===== src/rtl/aurora_hls_nfc_pkg.sv =====
// Shared constants and state encoding for the Aurora NFC pause arbiter.
package aurora_hls_nfc_pkg;

  localparam logic [15:0] NFC_XOFF = 16'hFFFF;
  localparam logic [15:0] NFC_XON  = 16'h0000;

  typedef enum logic [1:0] {
    IDLE      = 2'd0,
    SEND_XOFF = 2'd1,
    PAUSED    = 2'd2,
    SEND_XON  = 2'd3
  } nfc_state_e;

  function automatic logic nfc_state_sends(input nfc_state_e s);
    return (s == SEND_XOFF) || (s == SEND_XON);
  endfunction

  function automatic logic [15:0] nfc_state_word(input nfc_state_e s);
    return (s == SEND_XOFF) ? NFC_XOFF : NFC_XON;
  endfunction

endpackage


===== src/rtl/aurora_hls_nfc_refresh_timer.sv =====
// Down-counter that pulses expire after REFRESH_CYCLES enabled cycles; inert when REFRESH_CYCLES is 0.
module aurora_hls_nfc_refresh_timer #(
  parameter int REFRESH_CYCLES = 4096
) (
  input  logic clk,
  input  logic rst_n,
  input  logic clear,
  input  logic load,
  input  logic enable,
  output logic expire
);

  localparam int TW = (REFRESH_CYCLES < 2) ? 1 : $clog2(REFRESH_CYCLES + 1);
  localparam logic [TW-1:0] LOAD_VAL = TW'(REFRESH_CYCLES);
  localparam logic [TW-1:0] ONE      = TW'(1);

  logic [TW-1:0] cnt_q, cnt_d;

  always_comb begin
    cnt_d = cnt_q;
    if (clear) begin
      cnt_d = '0;
    end else if (load) begin
      cnt_d = LOAD_VAL;
    end else if (enable && (cnt_q != '0)) begin
      cnt_d = cnt_q - ONE;
    end
  end

  always_ff @(posedge clk or negedge rst_n) begin
    if (!rst_n) begin
      cnt_q <= '0;
    end else begin
      cnt_q <= cnt_d;
    end
  end

  // Terminal count is 1 so the resend leaves PAUSED after exactly REFRESH_CYCLES cycles.
  assign expire = (REFRESH_CYCLES != 0) && enable && (cnt_q == ONE);

endmodule


===== src/rtl/aurora_hls_nfc_arbiter.sv =====
// Merges NUM_REQ pause requests onto one Aurora NFC stream: XOFF on first request,
// XON once all release, periodic XOFF refresh while paused, saturating event counters.
//
// state     | meaning
// IDLE      | link not paused, no word pending
// SEND_XOFF | XOFF word presented, waiting for tready (initial or refresh)
// PAUSED    | partner paused, refresh timer running while want holds
// SEND_XON  | XON word presented, waiting for tready
module aurora_hls_nfc_arbiter
  import aurora_hls_nfc_pkg::*;
#(
  parameter int NUM_REQ        = 4,
  parameter int REFRESH_CYCLES = 4096,
  parameter int COUNT_WIDTH    = 32
) (
  input  logic                   clk,
  input  logic                   rst_n,
  input  logic                   channel_up,
  input  logic [NUM_REQ-1:0]     req_xoff,
  output logic                   s_axi_nfc_tvalid,
  input  logic                   s_axi_nfc_tready,
  output logic [15:0]            s_axi_nfc_tdata,
  output logic                   paused,
  output logic [NUM_REQ-1:0]     cause_mask,
  output logic [COUNT_WIDTH-1:0] xoff_count,
  output logic [COUNT_WIDTH-1:0] xon_count,
  output logic [COUNT_WIDTH-1:0] refresh_count
);

  nfc_state_e             state_q, state_d;
  logic                   refresh_q, refresh_d;
  logic                   paused_q, paused_d;
  logic [NUM_REQ-1:0]     cause_q, cause_d;
  logic [COUNT_WIDTH-1:0] xoff_cnt_q, xoff_cnt_d;
  logic [COUNT_WIDTH-1:0] xon_cnt_q, xon_cnt_d;
  logic [COUNT_WIDTH-1:0] ref_cnt_q, ref_cnt_d;

  logic want;
  logic tmr_load, tmr_en, tmr_clr, tmr_expire;

  function automatic logic [COUNT_WIDTH-1:0] sat_inc(input logic [COUNT_WIDTH-1:0] v);
    return (&v) ? v : v + 1'b1;
  endfunction

  assign want    = (|req_xoff) & channel_up;
  assign tmr_en  = (state_q == PAUSED) && want;
  assign tmr_clr = !channel_up;

  aurora_hls_nfc_refresh_timer #(
    .REFRESH_CYCLES(REFRESH_CYCLES)
  ) u_refresh_timer (
    .clk   (clk),
    .rst_n (rst_n),
    .clear (tmr_clr),
    .load  (tmr_load),
    .enable(tmr_en),
    .expire(tmr_expire)
  );

  always_comb begin
    state_d    = state_q;
    refresh_d  = refresh_q;
    paused_d   = paused_q;
    cause_d    = cause_q;
    xoff_cnt_d = xoff_cnt_q;
    xon_cnt_d  = xon_cnt_q;
    ref_cnt_d  = ref_cnt_q;
    tmr_load   = 1'b0;
    // Link down discards any pending word; the core drops it, so nothing is counted.
    if (!channel_up) begin
      state_d   = IDLE;
      refresh_d = 1'b0;
      paused_d  = 1'b0;
    end else begin
      case (state_q)
        IDLE: begin
          if (want) begin
            state_d   = SEND_XOFF;
            refresh_d = 1'b0;
            cause_d   = req_xoff;
          end
        end
        SEND_XOFF: begin
          if (s_axi_nfc_tready) begin
            state_d  = PAUSED;
            paused_d = 1'b1;
            tmr_load = 1'b1;
            if (refresh_q) ref_cnt_d  = sat_inc(ref_cnt_q);
            else           xoff_cnt_d = sat_inc(xoff_cnt_q);
          end
        end
        PAUSED: begin
          if (!want) begin
            state_d = SEND_XON;
          end else if (tmr_expire) begin
            state_d   = SEND_XOFF;
            refresh_d = 1'b1;
          end
        end
        SEND_XON: begin
          if (s_axi_nfc_tready) begin
            state_d   = IDLE;
            paused_d  = 1'b0;
            xon_cnt_d = sat_inc(xon_cnt_q);
          end
        end
        default: state_d = IDLE;
      endcase
    end
  end

  always_ff @(posedge clk or negedge rst_n) begin
    if (!rst_n) begin
      state_q    <= IDLE;
      refresh_q  <= 1'b0;
      paused_q   <= 1'b0;
      cause_q    <= '0;
      xoff_cnt_q <= '0;
      xon_cnt_q  <= '0;
      ref_cnt_q  <= '0;
    end else begin
      state_q    <= state_d;
      refresh_q  <= refresh_d;
      paused_q   <= paused_d;
      cause_q    <= cause_d;
      xoff_cnt_q <= xoff_cnt_d;
      xon_cnt_q  <= xon_cnt_d;
      ref_cnt_q  <= ref_cnt_d;
    end
  end

  assign s_axi_nfc_tvalid = nfc_state_sends(state_q);
  assign s_axi_nfc_tdata  = nfc_state_word(state_q);
  assign paused           = paused_q;
  assign cause_mask       = cause_q;
  assign xoff_count       = xoff_cnt_q;
  assign xon_count        = xon_cnt_q;
  assign refresh_count    = ref_cnt_q;

endmodule


===== config.mk =====
export PLATFORM = sky130hd
export DESIGN_NAME = aurora_hls_nfc_arbiter
export DESIGN_NICKNAME = d
export VERILOG_FILES = /design/src/rtl/aurora_hls_nfc_pkg.sv /design/src/rtl/aurora_hls_nfc_refresh_timer.sv /design/src/rtl/aurora_hls_nfc_arbiter.sv
export SDC_FILE = /design/constraint.sdc
export NUM_CORES = 1
export LEC_CHECK = 0
export BUFFER_PORTS_ARGS = -buffer_cell sky130_fd_sc_hd__buf_2
export CORE_UTILIZATION = 40
export DETAILED_ROUTE_END_ITERATION = 6
export PLACE_DENSITY_LB_ADDON = 0.1
export SYNTH_ARGS = -nofsm -noshare
export SYNTH_HDL_FRONTEND = slang
export SYNTH_SLANG_ARGS = --single-unit

===== constraint.sdc =====
create_clock -name clk -period 2.5 [get_ports clk]
set_clock_uncertainty 0.05 [all_clocks]
set_input_delay 0.25 -clock clk [delete_from_list [all_inputs] [get_ports clk]]
set_output_delay 0.25 -clock clk [all_outputs]
set_load 0.1 [all_outputs]

# Word-level counts from Yosys, hierarchy flattened
# Cells that the tools add are included.
dict set report word_totals {
  ff_bits 117
  latchBits 0
  ramBits 0
  romBits 0
  inputBits 8
  word_cells 70
  mem_count 0
}
dict set report op_classes {
  addsub 4
  multipliers 0
  n_div 0
  magnitude_cmp 0
  n_eq_ne 13
  shifts 0
  mux 23
  bitwise 5
  reduce_logical 17
}
# op count
set ops {}
lappend ops {{adder 32 x 1 -> 32 bit (second input constant)} 3}
lappend ops {{AND reduction 32 bit} 3}
lappend ops {{2-to-1 mux 13 bit} 3}
lappend ops {{2-to-1 mux 16 bit} 1}
lappend ops {{inequality test 3 bit (second input constant)} 5}
lappend ops {{equality test 13 x 1 -> 1 bit (second input constant)} 1}
lappend ops {{nonzero test 13 bit} 1}
lappend ops {{subtractor 13 x 1 -> 13 bit (second input constant)} 1}
lappend ops {{2-to-1 mux 2 bit} 6}
lappend ops {{AND reduction 4 bit} 3}
lappend ops {{2-to-1 mux 1 bit} 10}
lappend ops {{AND reduction 5 bit} 2}
lappend ops {{inequality test 3 x 1 -> 1 bit (second input constant)} 3}
lappend ops {{case mux 2 bit (4 select lines)} 1}
lappend ops {{AND reduction 3 bit} 2}
lappend ops {{equality test 2 bit (second input constant)} 2}
lappend ops {{inequality test 4 bit (second input constant)} 1}
lappend ops {{NOT 1 bit} 4}
lappend ops {{case mux 1 bit (2 select lines)} 2}
lappend ops {{OR reduction 4 bit} 1}
lappend ops {{logical AND 1 bit} 3}
lappend ops {{equality test 2 x 1 -> 1 bit (second input constant)} 1}
lappend ops {{zero test 2 bit} 1}
lappend ops {{AND 1 bit} 1}
lappend ops {{logical OR 1 bit} 1}

# Longest topological paths before layout
# Gate-level depths: netlist (run 1).
dict set report logic_depth {
  depth_word 8
  depth_mapped 8
}

# Modules after synthesis
# Synthesis (run 1) repeated with hierarchy kept, for this count alone.
dict set report hier_totals {
  cells_unflattened 575
  hier_area_um2 6018.3
}
# mod n_inst cells_each area_per_inst_um2
set modules_own_cells {}
lappend modules_own_cells {aurora_hls_nfc_arbiter 1 489 5231.3}
lappend modules_own_cells {aurora_hls_nfc_refresh_timer 1 86 787.0}

# Worst setup path before layout (run 1)
# No wires, ideal clock.
dict set report synth_timing {
  path_type {flip-flop to flip-flop}
  start {register state_q[0]}
  end {register u_refresh_timer.cnt_q[7]}
  setup_ps 130
  arrival_time_ps 3136
  required_ps 2320
  path_slack_ps -816
  path_stages_with_launch 6
  period_less_slack_ps 3316
  cell_sequence {dfrtp_1 -> buf_2 -> nor2b_1 -> a21oi_1 -> o211ai_1 -> o31ai_1}
}
dict set report synth_between {
  elab_chain_len 5
  word_cells_on_any_way 9
}
# item line
set synth_lines {}
lappend synth_lines {{from (decl)} aurora_hls_nfc_arbiter.sv:30} ;# nfc_state_e state_q, state_d;
lappend synth_lines {{from (signal assigned)} aurora_hls_nfc_arbiter.sv:122} ;# state_q <= state_d;
lappend synth_lines {{equality test 2 x 1 -> 1 bit} aurora_hls_nfc_arbiter.sv:75} ;# case (state_q)
lappend synth_lines {{2-to-1 mux 1 bit} aurora_hls_nfc_arbiter.sv:75}
lappend synth_lines {{2-to-1 mux 1 bit} aurora_hls_nfc_arbiter.sv:70} ;# if (!channel_up) begin
lappend synth_lines {{2-to-1 mux 13 bit} aurora_hls_nfc_refresh_timer.sv:23} ;# end else if (load) begin
lappend synth_lines {{2-to-1 mux 13 bit} aurora_hls_nfc_refresh_timer.sv:21} ;# if (clear) begin
lappend synth_lines {{to (signal assigned)} aurora_hls_nfc_refresh_timer.sv:34} ;# cnt_q <= cnt_d;
lappend synth_lines {{to (decl)} aurora_hls_nfc_refresh_timer.sv:17} ;# logic [TW-1:0] cnt_q, cnt_d;
# Parallel ways exist; a longest one is shown, timed or not.
# A chain may end at the register's enable or synchronous reset.

# Worst setup path after layout (run 1)
dict set report layout_timing {
  start {register state_q[0]}
  end {output s_axi_nfc_tdata[9]}
}
dict set report layout_between {
  elab_chain_len 2
}
# item line
set layout_lines {}
lappend layout_lines {{equality test 2 x 1 -> 1 bit} aurora_hls_nfc_pkg.sv:19} ;# return (s == SEND_XOFF) ? NFC_XOFF : NFC_XON;
lappend layout_lines {{2-to-1 mux 16 bit} aurora_hls_nfc_pkg.sv:19}
lappend layout_lines {{to (decl)} aurora_hls_nfc_arbiter.sv:22} ;# output logic [15:0] s_axi_nfc_tdata,
# No other way between the ends.

==> results by group, run 1 <==
Worst setup path
  • CP Launch Type: flip-flop
  • CP arrival: 2.01 ns
  • Worst r2r src: state_q[0]
  • Worst flop-to-flop path endpoint: refresh_count[18]
  • Cell chain of the critical path: nor2b_2, buf_2
  • Required time worst endpoint: 2.20 ns
  • Critical Path Start: state_q[0]
  • Crit Path Class: flip-flop to output pin
  • Slowest cell on the critical path: dfrtp_1
  • Critical Path End Type: output pin
  • Crit path max fanout: 18
  • Worst path bufs/invs: 1
  • Slowest stage delay, CP: 0.55 ns
  • Crit-path leading delay family: flip-flops
  • Worst Reg-to-Reg Cells: 5
  • Register-to-Register Setup Slack: 0.22 ns

Global routing
  • GRT Overall Usage: 18.99%
  • Grt peak-use layer: met2
  • Initial antenna violation count: 0
  • Grt total ovfl: 0
  • Vias in the first global route: 4412
  • Grt met1 use: 24.64%
  • Met2 usage: 30.16%
  • Largest net degree at the start of global routing: 64
  • GR met3 Demand/Resource: 5.112%
  • First-pass GRT wire length: 22160 um

Logic synthesis
  • Net Count, Synth: 571
  • Post-synthesis area per instance: 10.48 sq um
  • Number of synthesized register bits: 117
  • Most frequent cell after synthesis: dfrtp_1
  • Mapped cell area: 0.005837 sq mm
  • Fraction of registers with async set or reset after synthesis: 100.0%
  • Main flop type after synthesis: dfrtp_1
  • EDFF count, synth: 0
  • Yosys warns: 0
  • Sequential element share of the synthesized area: 50.16%
  • Post-synthesis instance total: 557
  • Area share of the largest cell type after synthesis: 50.16%
  • Top post-synthesis cells by area: dfrtp_1, xnor2_1, nand4_1, nand3_1, xor2_1
  • Post-synth top cells: dfrtp_1, xnor2_1, nand3_1, nand4_1, nand2_1
  • Unique masters post-synth: 50
  • Synth area leader: dfrtp_1

Min path
  • Hold WC Path Type: input port to flip-flop
  • Min-delay src: req_xoff[2]
  • Hold path endpoint: cause_mask[2]
  • Hold path cells: 2

Route
  • Post-DRT Antenna Nets: 0
  • First-pass detailed-route iteration total: 4
  • Wire per inst: 15.21 um
  • Routed vias/inst: 5.255
  • Iter 0 DRT Violations: 247
  • Final WL: 13440 um
  • Routed vias: 4645
  • Drt drc: 0

Clock tree
  • Skew-Pair Late Insertion Delay: 0.41 ns
  • Total CTS buffers: 17
  • TritonCTS clock tree: built
  • CTS root buf: clkbuf_16
  • CTS sink cnt: 117
  • H-tree depth: 4
  • Cts repair resizes: 0
  • CTS clk-pin slew, worst paths: 0.05 ns
  • Clock Path Buffers: 2

Layout
  • Share of cells above drive strength 1: 33.81%
  • Final-layout fill cell count: 1312
  • Inserted Diodes: 0
  • Area growth syn-to-layout: 24.97%
  • Final #Nets: 705
  • Fin area: 0.007295 sq mm
  • Area of the multi-input gates: 0.002703 sq mm
  • Sequential cell area: 0.003015 sq mm

Placed design
  • Gp weighted congestion: 0.8442
  • Input/output buffers: 125
  • DP Wirelength: 9702 um
  • Dpl ws: 0.2447 ns
  • Placed instance area: 0.006741 sq mm

Die
  • Core Area: 0.01404 sq mm
  • Die Span Y: 122.8 um
  • Cell row count: 43
  • Initial Util: 41.57%
  • Io pins: 126
  • Die area: 0.01508 sq mm
  • Die X: 122.8 um

Run
  • Max Cap Viol: 0

Pwr
  • Overall power: 5354 uW
  • LEAKAGE: 0.003407 uW
  • PwrDens: 734.0 mW/mm^2
  • Worst VDD drop: 0.4582 mV

STA
  • Max Clock Freq: 0.4331 GHz
  • Count of final max-slew check failures: 0
  • Min Tclk post-route: 2.309 ns
  • Final setup fails: 0
  • Final hold violations: 0
  • Final Cycle Share: 92.36%
  • Post-route setup TNS: 0 ns
  • RSZ-0062 raised after global routing: no
  • PnR worst setup slack: 0.1911 ns
  • Slew HR: 44.83%
  • Worst-margin pin slew: 0.8276 ns

Outcome
  • Status: complete, no violations
-- per-stage QoR --
step / cells / hold WS, ns / utilization (%)
global placement: 851 / 0.3514 / 48.01
CTS: 884 / 0.02635 / 51.95
floorplan: 557 / -0.09559 / -
detailed placement: 851 / 0.3567 / 48.01
global route: 884 / 0.04149 / 51.95
finish: 884 / 0.04547 / 51.95
-- power by group --
group,total (uW),internal (uW),switching (uW)
registers,2060,1970,90.4
clock network,2240,1440,801
logic,1050,159,892
total,5350,3570,1780
-- worst max path at each step --
stage / endpoint / cells after the start
after global routing: s_axi_nfc_tdata[13] / 2
final: s_axi_nfc_tdata[9] / 2
after global placement: refresh_count[18] / 5
after detailed placement: refresh_count[18] / 5
after CTS: s_axi_nfc_tdata[14] / 2
after floorplan: xoff_count[1] / 5
-- sequential cells by signal, indices dropped and copies added (netlist names) --
| signal | count |
|---|---|
| cause_mask | 4 |
| paused | 1 |
| refresh_count | 32 |
| refresh_q | 1 |
| state_q | 2 |
| u_refresh_timer.cnt_q | 13 |
| xoff_count | 32 |
| xon_count | 32 |
-- placed cells by master, fill, tap and decap left out, drive strengths merged, types with 3 or more instances in the layout --
cell	synthesis	layout
buf	19	143
dfrtp	117	117
xnor2	75	75
nand3	50	50
nand4	49	49
nand2	46	46
clkbuf	10	27
nor2	24	24
and3	24	24
xor2	22	22
nor3	21	21
and4	11	11
nor4	9	9
and2	8	8
a21oi	8	8
mux2	7	7
inv	6	6
ha	6	6
nand4b	4	4
or3	4	4
clkinv	0	4
nor2b	4	4
and4b	3	3
or2	3	3
nor3b	3	3
-- timing repair --
item | 4_1_cts | 5_1_grt
buffers inserted | 0 | 0
hold endpoints to repair | 61 | 0
setup endpoints to repair | 0 | 0
hold buffers | 1 | 0
-- layout make-up --
| type | count | area share (%) |
|---|---|---|
| timing repair buffer | 144 | 10.77 |
| inverter | 6 | 0.3087 |
| tap | 180 | 3.087 |
| multi-input combinational | 405 | 37.05 |
| sequential | 117 | 41.34 |
| clock inverter | 5 | 0.6861 |
| clock buffer | 27 | 6.758 |
-- metal layers --
metal	part of all wire (%)	wire length [um]
met5	0	0
met4	1.2	155
met3	4.9	663
met2	48	6397
met1	46	6227
-- worst register-to-register path, delay by kind of cell, from the launching register on --
| family | cells | cell delay (ns) |
|---|---|---|
| flops | 1 | 0.55 |
| compound gates | 1 | 0.61 |
| xor+xnor | 1 | 0.16 |
| simple gates | 3 | 0.80 |
-- logic make-up (layout without fill, tap and decap cells) --
kind of cell	count (synthesis)	in the layout	synth area share (%)
flip-flops	117	117	50.16
buffers and inverters	35	182	3.580
multiplexers	9	9	1.693
adder cells (fa/ha/maj)	6	6	1.286
AO/OA/AOI/OAI	23	23	2.830
AND/OR/NAND/NOR	270	270	25.89
XOR/XNOR	97	97	14.56
Note: power is estimated with default switching activity, not from simulation.
==> inputs of run 2 (changes only) <==
CORE_ASPECT_RATIO = 0.6   (was not set)
GPL_TIMING_DRIVEN = 0   (was not set)
==> results by group, run 2 (synthesis gave the netlist of run 1 again) <==
Clock tree
  • Clock Path Buffers: 2
  • Total CTS buffers: 17
  • TritonCTS clock tree: built
  • CTS sink cnt: 117
  • CTS clk-pin slew, worst paths: 0.06 ns
  • CTS root buf: clkbuf_16
  • H-tree depth: 4
  • Skew-Pair Late Insertion Delay: 0.41 ns

Route
  • Iter 0 DRT Violations: 274
  • Met2 WL post-DR: 6028 um
  • Top sig layer: met4
  • Met3 wire len: 624 um
  • Final WL: 14190 um
  • First-pass detailed-route iteration total: 5
  • Post-DRT Antenna Nets: 0
  • Routed vias/inst: 5.235
  • Routed vias: 4769
  • Drt drc: 0
  • Wire per inst: 15.57 um
  • M1 WL: 7374 um

Worst setup path
  • Crit path max fanout: 18
  • CP arrival: 2.20 ns
  • Slowest cell on the critical path: nor2b_2
  • Worst path bufs/invs: 3
  • Crit Path Class: flip-flop to output pin
  • Required time worst endpoint: 2.20 ns
  • Slowest stage delay, CP: 0.58 ns
  • CP Launch Type: flip-flop
  • Critical Path End Type: output pin
  • Worst r2r src: state_q[1]
  • Cell mode on critical path: buf_2
  • Crit-path leading delay family: buffers and inverters
  • Cell chain of the critical path: buf_2, nor2b_2, buf_4, buf_2
  • Critical Path Start: state_q[0]

Global routing
  • First-pass GRT wire length: 23070 um
  • Largest net degree at the start of global routing: 66
  • Grt total ovfl: 0
  • Initial antenna violation count: 0
  • Vias in the first global route: 4497
  • GRT Overall Usage: 19.90%

STA
  • Final setup fails: 0
  • Count of final max-slew check failures: 0
  • Worst-margin pin slew: 1.078 ns
  • RSZ-0062 raised after global routing: yes
  • Slew HR: 27.46%
  • Final hold violations: 0
  • PnR worst setup slack: 0.003731 ns
  • Max Clock Freq: 0.4006 GHz
  • Final Cycle Share: 99.85%
  • Min Tclk post-route: 2.496 ns

Die
  • Die X: 158.0 um
  • Core Area: 0.01396 sq mm
  • Die area: 0.01510 sq mm
  • Io pins: 126
  • Die Span Y: 95.57 um
  • Cell row count: 33
  • Initial Util: 41.82%

Layout
  • Share of cells above drive strength 1: 34.63%
  • Final #Nets: 720
  • Fin area: 0.007467 sq mm
  • Inserted Diodes: 0
  • Final-layout fill cell count: 1291
  • Area growth syn-to-layout: 27.93%
  • Layout Utilization: 53.51%
  • Commonest non-fill, non-tap cell in the layout: buf_2
  • Commonest cells after routing, fill and taps aside: buf_2, xnor2_1, dfrtp_1

Placed design
  • DP Wirelength: 10210 um
  • Placed instance area: 0.006827 sq mm
  • Gp weighted congestion: 0.7872
  • Dpl ws: -0.1530 ns
  • Input/output buffers: 125

Pwr
  • LEAKAGE: 0.003458 uW
  • Worst VDD drop: 0.4082 mV
  • PwrDens: 740.6 mW/mm^2
  • Overall power: 5531 uW

Outcome
  • Status: complete, no violations

Run
  • Max Cap Viol: 0

Min path
  • Min-delay src: req_xoff[1]
  • Hold WC Path Type: input port to flip-flop
==> run 2: cell count changes in the layout (fill, tap and decap cells not counted), moves of 2 or more <==
cell | before | now
nor4_1 | 9 | 7
clkbuf_1 | 7 | 14
buf_6 | 0 | 2
buf_2 | 124 | 126
clkinvlp_4 | 0 | 2
nor4_2 | 0 | 2
==> run 2: repair_timing <==
action | CTS | global route
buffers inserted | 3 | 0
endpoints found under the hold margin | 52 | 0
resized for setup | 0 | 5
pin swaps | 1 | 0
hold buffers | 1 | 0
endpoints found under the setup margin | 23 | 58
==> run 2: worst paths after layout <==
check | to | slack, ns | cells after the start
worst max-delay path | s_axi_nfc_tdata[8] | 0.004 | 4
worst min-delay path | cause_mask[1] | 0.04 | 2
worst max register to register | xon_count[20] | 0.05 | 6
worst min register to register | xoff_count[31] | 0.42 | 1
max in group asynchronous | refresh_count[19] | 1.35 | 3
min in group asynchronous | xoff_count[27] | 0.31 | 2
==> run 2: through the flow <==
| step | instances | TNS (ns) | hold slack (ns) |
|---|---|---|---|
| final | 911 | 0 | 0.04124 |
| after global routing | 911 | -2.322 | 0.03483 |
| after global placement | 874 | -56.05 | 0.4155 |
| after CTS | 911 | -0.01016 | 0.02892 |
| after detailed placement | 875 | -2.100 | 0.1895 |
| after floorplan | 557 | 0 | -0.09559 |
==> run 2: power breakdown <==
part	internal, uW	switching, uW
combinational	196	914
sequential	1970	80.9
clock	1510	853
==> run 2: final cells by class <==
cell class / instances / area, sq um / area share, %
Multi-Input combinational cell: 405 / 2739 / 36.68
Timing Repair Buffer: 130 / 691.9 / 9.266
Clock buffer: 23 / 467.9 / 6.267
Buffer: 29 / 186.4 / 2.497
Tap cell: 192 / 240.2 / 3.217
Inverter: 6 / 22.52 / 0.3016
Clock inverter: 9 / 103.9 / 1.391
Sequential cell: 117 / 3015 / 40.38
==> run 2: per-layer routing <==
layer	GRT usage (%)	vias up
met1	29.69	2329
li1	-	2298
met4	7.452	0
met5	0	-
met2	27.97	126
met3	4.182	16
==> run 2: worst register-to-register path: stages, from the launching register on <==
cell and delay [ns]:
dfrtp_1 0.47, and4_1 0.29, clkbuf_1 0.36, nand4_1 0.22, a311oi_1 0.57, nand4_1 0.21, xnor2_1 0.16
==> inputs of run 3 (changes only) <==
BUFFER_PORTS_ARGS = not set   (was -buffer_cell sky130_fd_sc_hd__buf_2)
DONT_BUFFER_PORTS = 1   (was not set)
==> results by group, run 3 (synthesis gave the netlist of run 1 again) <==
Outcome
  • Status: finished with violations
  • Failing checks: negative hold slack

Worst setup path
  • Crit Path Class: flip-flop to flip-flop
  • Worst flop-to-flop path endpoint: xoff_count[1]
  • Crit-path leading delay family: simple AND/OR/NAND/NOR gates
  • Worst Reg-to-Reg Cells: 6
  • Slowest cell on the critical path: dfrtp_4
  • Worst path bufs/invs: 1
  • Worst r2r src: xoff_count[23]
  • CP Launch Type: flip-flop
  • Critical Path End Type: flip-flop
  • Cell chain of the critical path: nand3_2, or3_1, buf_6, or4_4, nand2_2, mux2_1
  • Slowest stage delay, CP: 0.64 ns
  • CP arrival: 2.69 ns
  • Number of cells on the critical path: 6
  • Register-to-Register Setup Slack: 0.04 ns
  • Crit path max fanout: 8
  • Required time worst endpoint: 2.73 ns

Global routing
  • Largest net degree at the start of global routing: 118
  • Vias in the first global route: 4187
  • First-pass GRT wire length: 22020 um
  • Initial antenna violation count: 0
  • Grt total ovfl: 0
  • GRT Overall Usage: 19.10%

Route
  • Post-DRT Antenna Nets: 0
  • Routed vias/inst: 5.454
  • Routed vias: 4369
  • First-pass detailed-route iteration total: 4
  • Drt drc: 0
  • Iter 0 DRT Violations: 212
  • Final WL: 13940 um
  • Wire per inst: 17.40 um

Die
  • Die Span Y: 95.57 um
  • Die X: 158.0 um
  • Cell row count: 33
  • Core Area: 0.01396 sq mm
  • Io pins: 126
  • Die area: 0.01510 sq mm
  • Initial Util: 41.82%

Min path
  • Hold WC Path Type: input port to asynchronous set/reset pin

STA
  • Max Clock Freq: 0.4072 GHz
  • Hold slack final: -0.5131 ns
  • Count of final max-slew check failures: 0
  • RSZ-0062 raised after global routing: yes
  • Final hold violations: 117
  • Worst-margin pin slew: 1.177 ns
  • Min Tclk post-route: 2.456 ns
  • Final setup fails: 0
  • Slew HR: 21.86%
  • Final Cycle Share: 98.24%

Pwr
  • PwrDens: 776.0 mW/mm^2
  • Worst VDD drop: 0.3653 mV
  • LEAKAGE: 0.002873 uW
  • Overall power: 5623 uW

Clock tree
  • Post-CTS Hold Buffers: 6
  • CTS sink cnt: 117
  • CTS clk-pin slew, worst paths: 0.06 ns
  • CTS root buf: clkbuf_16
  • Total CTS buffers: 17
  • H-tree depth: 4
  • Skew-Pair Late Insertion Delay: 0.41 ns
  • Clock Path Buffers: 2
  • TritonCTS clock tree: built

Layout
  • Area growth syn-to-layout: 24.14%
  • Commonest non-fill, non-tap cell in the layout: xnor2_1
  • Commonest cells after routing, fill and taps aside: xnor2_1, nand4_1, dfrtp_4
  • Area of the multi-input gates: 0.002849 sq mm
  • Layout Utilization: 51.92%
  • Share of cells above drive strength 1: 31.86%
  • Inserted Diodes: 0
  • Final-layout fill cell count: 1269
  • Sequential cell area: 0.003161 sq mm
  • Final #Nets: 610

Placed design
  • Input/output buffers: 0
  • DP Wirelength: 9460 um
  • Gp weighted congestion: 0.7820

Run
  • Max Cap Viol: 0
## run 3: worst max-delay path by stage
stage | slack (ns) | endpoint | startpoint
after CTS | -0.0007 | xon_count[25] | state_q[1]
after floorplan | 0.006 | xoff_count[1] | xoff_count[15]
after global routing | -0.06 | xoff_count[30] | xoff_count[0]
after global placement | -0.61 | xon_count[12] | xon_count[0]
final | 0.04 | xoff_count[1] | xoff_count[23]
after detailed placement | -0.59 | xon_count[12] | xon_count[0]
## run 3: stage by stage
step	cell area (sq um)	TNS [ns]	instances	hold WS, ns	setup slack (ns)
2_1_floorplan	5927	0	557	-0.09559	0.005690
3_3_place_gp	6167	-26.33	749	-0.09207	-0.6129
3_5_place_dp	6172	-23.21	749	-0.09202	-0.5876
4_1_cts	7097	-0.0007092	797	-0.5310	-0.0007092
5_1_grt	7246	-0.4005	801	-0.5358	-0.06497
6_report	7246	0	801	-0.5131	0.04399
## run 3: power breakdown
part | total [uW] | internal (uW) | switching, uW
sequential | 2530 | 1980 | 552
clock | 2570 | 1690 | 876
combinational | 525 | 137 | 388
## run 3: layer usage
metal / vias to the layer above / global-route usage [%] / wire length (um)
met1: 2154 / 26.49 / 6685
met2: 118 / 27.57 / 6035
met3: 15 / 6.455 / 1081
met5: - / 0 / 0
li1: 2082 / - / -
met4: 0 / 6.811 / 138
## run 3: final cells by class
type,instances,share of cell area [%]
plain buffers,26,2.435
clock buffers,19,6.113
clock inverters,13,2.504
inverters,6,0.3108
multi-input cells,407,39.32
flip-flops and latches,117,43.62
well taps,192,3.315
repair buffers,21,2.383
## run 3: what timing repair did
action	in CTS	in global routing
gates cloned	1	1
endpoints found under the setup margin	96	62
hold endpoints to repair	124	117
pin swaps	4	4
resized for setup	69	38
buffers inserted	11	4
## run 3: worst reg2reg max path, cell delays in order, from the launching register on
cell and delay [ns]:
dfrtp_4 0.64, nand3_2 0.17, or3_1 0.42, buf_6 0.15, or4_4 0.47, nand2_2 0.12
mux2_1 0.32
